## config.mk

```make
export PLATFORM = sky130hd
export DESIGN_NAME = countdown_timer
export DESIGN_NICKNAME = d
export VERILOG_FILES = /design/src/rtl/countdown_timer.sv
export SDC_FILE = /design/constraint.sdc
export NUM_CORES = 1
export LEC_CHECK = 0
export ABC_AREA = 1
export BUFFER_PORTS_ARGS = -buffer_cell sky130_fd_sc_hd__buf_2
export CAP_MARGIN = 20
export CORE_MARGIN = 5
export CORE_UTILIZATION = 54
export CTS_CLUSTER_SIZE = 8
export DETAILED_ROUTE_END_ITERATION = 12
export GPL_ROUTABILITY_DRIVEN = 0
export PLACE_DENSITY = 0.8
export SYNTH_ARGS = -nofsm -noshare
export SYNTH_HDL_FRONTEND = slang
export SYNTH_SLANG_ARGS = --single-unit
```

## constraint.sdc

```tcl
create_clock -name Clk_1sec -period 2.4 [get_ports Clk_1sec]
set_clock_uncertainty 0.2 [all_clocks]
set_input_delay 0 -clock Clk_1sec [delete_from_list [all_inputs] [get_ports Clk_1sec]]
set_output_delay 0 -clock Clk_1sec [all_outputs]
set_load 0.02 [all_outputs]
```

## src/rtl/countdown_timer.sv

```systemverilog
`timescale 1ns/1ps
// countdown_timer: HH:MM:SS countdown clocked by a 1 Hz clock.
// States IDLE, RUN, PAUSE and ALARM. Input priority on each edge is load > stop > start.
// A load with any field out of range is rejected: load_err pulses and nothing else changes.
// Optional feature: define COUNTDOWN_AUTO_RELOAD_EN for auto-reload. On expiry the preset
// is reloaded, the timer keeps running and alarm pulses for one cycle. ALARM_HOLD is unused
// in that build.
module countdown_timer #(
   parameter int ALARM_HOLD = 5
) (
   input  logic       Clk_1sec,
   input  logic       reset,
   input  logic       load,
   input  logic [4:0] load_hours,
   input  logic [5:0] load_minutes,
   input  logic [5:0] load_seconds,
   input  logic       start,
   input  logic       stop,
   output logic [4:0] hours,
   output logic [5:0] minutes,
   output logic [5:0] seconds,
   output logic       running,
   output logic       alarm,
   output logic       load_err
);

   typedef enum logic [1:0] {IDLE, RUN, PAUSE, ALARM} state_t;

   localparam logic [5:0] HOLD_LAST = 6'(ALARM_HOLD - 1);

   state_t     state, state_next;
   logic [5:0] hold_cnt;

   logic       load_legal, load_ok, load_bad;
   logic       time_zero, time_one;
   logic       start_ok, run_tick, expiry, hold_done;
   logic [4:0] dec_hours;
   logic [5:0] dec_minutes, dec_seconds;

`ifdef COUNTDOWN_AUTO_RELOAD_EN
   logic [4:0] reload_hours;
   logic [5:0] reload_minutes, reload_seconds;
   logic       reload_zero, reload_pulse;
`endif

   // Qualify the inputs against the current state and time.
   // Any load, accepted or rejected, blocks stop, start and the decrement on that edge.
   always_comb begin
      load_legal = (load_hours <= 5'd23) && (load_minutes <= 6'd59) && (load_seconds <= 6'd59);
      load_ok    = load && load_legal;
      load_bad   = load && !load_legal;
      time_zero  = (hours == 5'd0) && (minutes == 6'd0) && (seconds == 6'd0);
      time_one   = (hours == 5'd0) && (minutes == 6'd0) && (seconds == 6'd1);
      start_ok   = !load && !stop && start && ((state == IDLE) || (state == PAUSE)) && !time_zero;
      run_tick   = !load && !stop && (state == RUN);
      // time_zero is included so RUN can never sit at zero and underflow.
      expiry     = run_tick && (time_one || time_zero);
      hold_done  = (hold_cnt >= HOLD_LAST);
`ifdef COUNTDOWN_AUTO_RELOAD_EN
      reload_zero = (reload_hours == 5'd0) && (reload_minutes == 6'd0) && (reload_seconds == 6'd0);
`endif
   end

   // One-second decrement with borrow; holds at 00:00:00.
   always_comb begin
      dec_hours   = hours;
      dec_minutes = minutes;
      dec_seconds = seconds;
      if (seconds != 6'd0) begin
         dec_seconds = seconds - 6'd1;
      end else if (minutes != 6'd0) begin
         dec_minutes = minutes - 6'd1;
         dec_seconds = 6'd59;
      end else if (hours != 5'd0) begin
         dec_hours   = hours - 5'd1;
         dec_minutes = 6'd59;
         dec_seconds = 6'd59;
      end
   end

   // State register.
   always_ff @(posedge Clk_1sec or posedge reset) begin
      if (reset) state <= IDLE;
      else       state <= state_next;
   end

   // Next-state logic: a valid load forces IDLE from any state, otherwise per-state transitions.
   always_comb begin
      state_next = state;
      if (load_ok) begin
         state_next = IDLE;
      end else begin
         case (state)
            IDLE, PAUSE: if (start_ok) state_next = RUN;
            RUN: begin
               if (!load && stop) begin
                  state_next = PAUSE;
               end else if (expiry) begin
`ifdef COUNTDOWN_AUTO_RELOAD_EN
                  state_next = reload_zero ? IDLE : RUN;
`else
                  state_next = ALARM;
`endif
               end
            end
            ALARM: if (!load && (stop || hold_done)) state_next = IDLE;
            default: state_next = IDLE;
         endcase
      end
   end

   // Time, preset, alarm hold counter and load_err pulse.
   always_ff @(posedge Clk_1sec or posedge reset) begin
      if (reset) begin
         hours          <= 5'd0;
         minutes        <= 6'd0;
         seconds        <= 6'd0;
         hold_cnt       <= 6'd0;
         load_err       <= 1'b0;
`ifdef COUNTDOWN_AUTO_RELOAD_EN
         reload_hours   <= 5'd0;
         reload_minutes <= 6'd0;
         reload_seconds <= 6'd0;
         reload_pulse   <= 1'b0;
`endif
      end else begin
         load_err <= load_bad;
         if (load_ok) begin
            hours          <= load_hours;
            minutes        <= load_minutes;
            seconds        <= load_seconds;
`ifdef COUNTDOWN_AUTO_RELOAD_EN
            reload_hours   <= load_hours;
            reload_minutes <= load_minutes;
            reload_seconds <= load_seconds;
`endif
         end else if (run_tick) begin
            if (expiry) begin
`ifdef COUNTDOWN_AUTO_RELOAD_EN
               hours   <= reload_hours;
               minutes <= reload_minutes;
               seconds <= reload_seconds;
`else
               hours   <= 5'd0;
               minutes <= 6'd0;
               seconds <= 6'd0;
`endif
            end else begin
               hours   <= dec_hours;
               minutes <= dec_minutes;
               seconds <= dec_seconds;
            end
         end else if ((state == ALARM) && (state_next == IDLE)) begin
            hours   <= 5'd0;
            minutes <= 6'd0;
            seconds <= 6'd0;
         end
         // The counter restarts at zero on every entry to ALARM and freezes on a rejected load.
         if (state_next != ALARM)         hold_cnt <= 6'd0;
         else if ((state == ALARM) && !load) hold_cnt <= hold_cnt + 6'd1;
`ifdef COUNTDOWN_AUTO_RELOAD_EN
         reload_pulse <= expiry && !reload_zero;
`endif
      end
   end

   // Status outputs decoded from the state.
   always_comb begin
      running = (state == RUN);
`ifdef COUNTDOWN_AUTO_RELOAD_EN
      alarm   = (state == ALARM) || reload_pulse;
`else
      alarm   = (state == ALARM);
`endif
   end

endmodule

```

# ---- Word-level counts from Yosys, hierarchy flattened
# Index checks and enable logic that the tools add are counted.
dict set report word_totals {
  register_bits 26
  inputBits 22
  output_inout_bits 20
  wordCells 89
}
dict set report op_classes {
  n_addsub 4
  order_cmp 4
  n_eq_ne 10
  mux 27
  n_reduce_logical 38
}
# operator count
set ops {}
lappend ops {{$mux W6} 14}
lappend ops {{$mux W5} 7}
lappend ops {{$logic_and A1 B1 Y1} 17}
lappend ops {{$le A6 B6 Y1 const B} 2}
lappend ops {{$logic_not A6 Y1} 2}
lappend ops {{$reduce_bool A6 Y1} 2}
lappend ops {{$sub A6 B1 Y6 const B} 2}
lappend ops {{$mux W2} 5}
lappend ops {{$ne A4 B4 Y1 const B} 2}
lappend ops {{$add A6 B1 Y6 const B} 1}
lappend ops {{$eq A6 B1 Y1 const B} 1}
lappend ops {{$ge A6 B3 Y1 const B} 1}
lappend ops {{$ne A6 B2 Y1 const B} 1}
lappend ops {{$pmux W2 S3} 1}
lappend ops {{$le A5 B5 Y1 const B} 1}
lappend ops {{$logic_not A5 Y1} 1}
lappend ops {{$ne A5 B2 Y1 const B} 1}
lappend ops {{$reduce_bool A5 Y1} 1}
lappend ops {{$sub A5 B1 Y5 const B} 1}
lappend ops {{$eq A2 B2 Y1 const B} 2}
lappend ops {{$logic_not A1 Y1} 4}
lappend ops {{$logic_not A2 Y1} 2}
lappend ops {{$ne A4 B2 Y1 const B} 1}
lappend ops {{$reduce_and A4 Y1} 1}
lappend ops {{8 further kinds} 10}

# ---- Longest topological paths before layout
dict set report depth {
  ltp_word 14
  mapped_depth 11
  mapped_depth_nobuf 10
}

# ---- Least setup slack after synthesis
# OpenSTA, ideal clock, no wires.
dict set report synth_timing {
  path_kind {register -> register}
  from {register hours[0]}
  to {register hours[2]}
  setup_ps 118
  arrival_ps 1652
  required_time_ps 2082
  setup_slack_ps 431
  stages_incl_launch_ff 9
  path_buffers 0
  period_less_slack_ps 1969
  cell_sequence {dfrtp_1 -> inv_1 -> ha_1 -> nand2_1 -> and2b_1 -> o21ai_2 -> nand3_1 -> nand2_1 -> nand2_1}
}
dict set report synth_between {
  elab_chain_cells 13
  word_cells_on_any_way 28
  cone_classes {add/sub (1); eq/ne (3); mux (11); reduce/logical (13)}
}
# item line
set synth_rtl {}
lappend synth_rtl {{from (decl)} 19} ;# output logic [4:0] hours,
lappend synth_rtl {{from (signal assigned)} 129} ;# hours <= load_hours;
lappend synth_rtl {{from (signal assigned)} 149} ;# hours <= dec_hours;
lappend synth_rtl {{$logic_not A5 Y1} {52, 53}}
lappend synth_rtl {{$logic_and A1 B1 Y1} {52, 53}}
lappend synth_rtl {{$logic_and A1 B1 Y1, on equally long branches} {53, 52}}
lappend synth_rtl {{$logic_or A1 B1 Y1} 57} ;# expiry = run_tick && (time_one || time_zero);
lappend synth_rtl {{$logic_and A1 B1 Y1} 57}
lappend synth_rtl {{$mux W2} 98} ;# end else if (expiry) begin
lappend synth_rtl {{$mux W2} 96} ;# if (!load && stop) begin
lappend synth_rtl {{$pmux W2 S3} 93} ;# case (state)
lappend synth_rtl {{$mux W2} 90} ;# if (load_ok) begin
lappend synth_rtl {{$logic_not A2 Y1} 153} ;# end else if ((state == ALARM) && (state_next == IDLE)) begin
lappend synth_rtl {{$logic_and A1 B1 Y1} 153}
lappend synth_rtl {{$reduce_bool A3 Y1 (no source line)} n/a}
lappend synth_rtl {{$reduce_and A4 Y1 (no source line)} n/a}
# Several ways; a longest one is shown, not always the timed one. The select of a mux whose other input is x is not followed.
# A chain may end at the register's enable or synchronous reset.

# ---- Worst setup path after layout
dict set report layout_timing {
  from {register state[0]}
  to {register state[0]}
}
dict set report layout_between {
  elab_chain_cells 7
  word_cells_on_any_way 16
  cone_classes {eq/ne (3); mux (6); reduce/logical (7)}
}
# item line
set layout_rtl {}
lappend layout_rtl {{from (decl)} 31} ;# state_t state, state_next;
lappend layout_rtl {{from (signal assigned)} 84} ;# else state <= state_next;
lappend layout_rtl {{$eq A2 B1 Y1 (tied with other cells)} {55, 93}}
lappend layout_rtl {{$logic_and A1 B1 Y1 / $logic_or A1 B1 Y1 (equally long branches)} {55, 54}}
lappend layout_rtl {{$logic_and A1 B1 Y1, on equally long branches} {57, 54}}
lappend layout_rtl {{$mux W2 / $logic_and A1 B1 Y1 (equally long branches)} {98, 54}}
lappend layout_rtl {{$mux W2, on equally long branches} {96, 94}}
lappend layout_rtl {{$pmux W2 S3 *} 93}
lappend layout_rtl {{$mux W2 *} 90}
lappend layout_rtl {{net state_next[0]} 31}
# The timed path passes the listed nets; every way through them passes the cells marked *.

==> results.toml <==
[synthesis]
ys_seq_elements = 26
synth_edf_count = 0
synth_area_leader_cell = "dfrtp_1"
syn_nets = 282
synth_warnings = 0
synth_area_mm2 = 0.00189
synth_top_area_share_pct = 34.5
synth.distinct_cells = 31
syn_inst = 251
ys.flop_type = "dfrtp_1"
syn_area_per_cell_um2 = 7.52
synthTopCellsByArea = "dfrtp_1 34%, nand2_1 18%, ha_1 6.0%"
async_flop_share_pct = 100
yosysSeqAreaShare_pct = 34.5

[floorplanning]
initial_core_util_pct = 56.1
dieArea_mm2 = 0.00478
die_h_um = 69.1
rows = 21
die_w_um = 69.1
io_pins = 42
core-area_mm2 = 0.00336

[cells_and_area]
fill_cells = 289
final_cells = 364
final_common_cell = "nand2_1"
diodes = 0
final_util_pct = 72.1
mostFrequentLayoutCells = "88 x nand2_1, 41 x buf_2, 26 x dfrtp_1, 23 x dlygate4sd3_1, 22 x nor2_1"
nets = 350
area_delta_synth_final_pct = 28.5
drive_above_1_share_pct = 25.5

[global_routing]
grt_max_degree = 27
first_global_vias = 1828
overflow = 0
antenna_found_initial = 0
grt_usage_pct = 20.3
grt_pass1_wl_mm = 8.12

[placement]
place_ws_ns = 0.189
dp.cells = 337
dp_hpwl_mm = 3.25
io_buffers = 41

[timing]
maxSlewViolCount = 0
hold_viol_final = 0
finalWorstSetupSlack_ns = 0.0864
slew_headroom_pct = 65.4
worstMarginPinSlew_ns = 0.516
setup_viol = 0
finalCritPeriodShare_pct = 96.4
fmax_mhz = 432
period_minus_slack_ns = 2.31
fin_tns_setup_ns = 0
rsz0062_at_grt = "no"

[route]
dr.pass1.iters = 4
postRouteAntennaNets = 0
drc = 0
wl_mm = 4.74
wire_per_inst_um = 13.0
vias = 1845
vias_per_cell = 5.07
drt_iter0_markers = 106

[cts]
cts_tree = "done"
path_clk_slew_ns = 0.16
clockBufferDepth = 2
htree_num_levels = 1
post-cts-setup-buffers = 0
cts_buffers = 3
cts_sinks = 26
insertion_delay_ns = 0.34
cts_root_buffer = "clkbuf_4"

[worst_setup_path]
path_max_fanout = 4
critPathMaxStageDelay_ns = 0.59
crit_type = "reg2reg"
required_ns = 2.50
crit_chain = "inv_2, nand2_1, nor2_1, dlygate4sd3_1, nand2_1, a21oi_1, dlygate4sd3_1"
critPathArrivalTime_ns = 2.41
startpoint_type = "register"
worst_path_max_delay_cell = "dlygate4sd3_1"
endpoint_kind = "register"

[power]
power.density_mw_per_mm2 = 628
total_leakage_power_nw = 1.26
ir_drop_mv = 0.360

[min_path]
min_path_type = "in2async"

[status]
run_status = "finished, final reports clean"

[flow_run]
max_cap_viol_count = 0
## timing repair
item | 4_1_cts | 5_1_grt
endpoints found under the setup margin | 0 | 3
resized for setup | 0 | 1
endpoints found under the hold margin | 52 | 0
hold buffers | 23 | 0
## final cells by class
class	count	area [µm²]	share of cell area [%]
multi-input combinational	197	1120	46.2
sequential	26	651	26.8
timing repair buffer	66	450	18.6
inverter	25	93.8	3.87
tap	46	57.6	2.37
clock inverter	1	30.0	1.24
clock buffer	3	22.5	0.929
## flip-flops by register name, summed over array words and instances, names as in the netlist
register	count
hold_cnt	6
minutes	6
seconds	6
hours	5
state	2
load_err	1
## Yosys cell counts, types with 5 or more instances
| library cell | instances |
|---|---|
| xor2_1 | 8 |
| ha_1 | 9 |
| inv_1 | 16 |
| inv_2 | 8 |
| dfrtp_1 | 26 |
| nor2_1 | 22 |
| nand3_2 | 6 |
| o211ai_1 | 5 |
| nor2_4 | 6 |
| o21ai_0 | 8 |
| nand3_1 | 16 |
| nand2_1 | 88 |
## metal layers
| layer | share of wire (%) | up-vias | GRT usage [%] |
|---|---|---|---|
| li1 | - | 936 | - |
| met1 | 44 | 850 | 24.4 |
| met2 | 50 | 50 | 36.8 |
| met3 | 5.1 | 9 | 3.49 |
| met4 | 1.5 | 0 | 5.86 |
| met5 | 0 | - | 0 |
## cell families after synthesis
family          Yosys count  synth area share, %
compound gates           25                 9.15
simple gates            153                 39.3
fa+ha+maj                 9                 5.97
buf+inv                  28                 6.43
flops                    26                 34.5
xor+xnor                 10                 4.64
## report_power, final
part	switching [mW]	leakage, nW	internal (mW)
Sequential	0.0683	0.343	0.494
Combinational	0.403	0.888	0.241
Clock	0.148	0.0279	0.169
Total	0.620	1.26	0.903
## metrics by stage
stage | area (µm²) | hold slack, ns | power, mW
after floorplan | 1890 | -0.160 | 1.02
after global placement | 2140 | -0.129 | 1.16
after detailed placement | 2140 | -0.125 | 1.17
after CTS | 2420 | 0.0171 | 1.53
after global routing | 2420 | 0.0774 | 1.62
final | 2420 | 0.0383 | 1.52
## critical path: cells and delay by family, from the launching register on
kind            cells  cell delay [ns]
flops               1             0.43
simple gates        3             0.23
compound gates      1             0.17
buf+inv             3             1.24
## path summary, 6_finish.rpt
| check | slack, ns | from | cells past startpoint | endpoint |
|---|---|---|---|---|
| setup / recovery | 0.09 | state[0] | 7 | state[0] |
| setup reg to reg | 0.09 | state[0] | 7 | state[0] |
| hold reg to reg | 0.35 | hours[1] | 2 | hours[1] |
| max in group asynchronous | 1.70 | reset | 4 | seconds[1] |
| min in group Clk_1sec | 0.05 | stop | 8 | minutes[2] |
| hold / removal | 0.04 | reset | 4 | hours[4] |
Power figures use the tool's default switching activity.
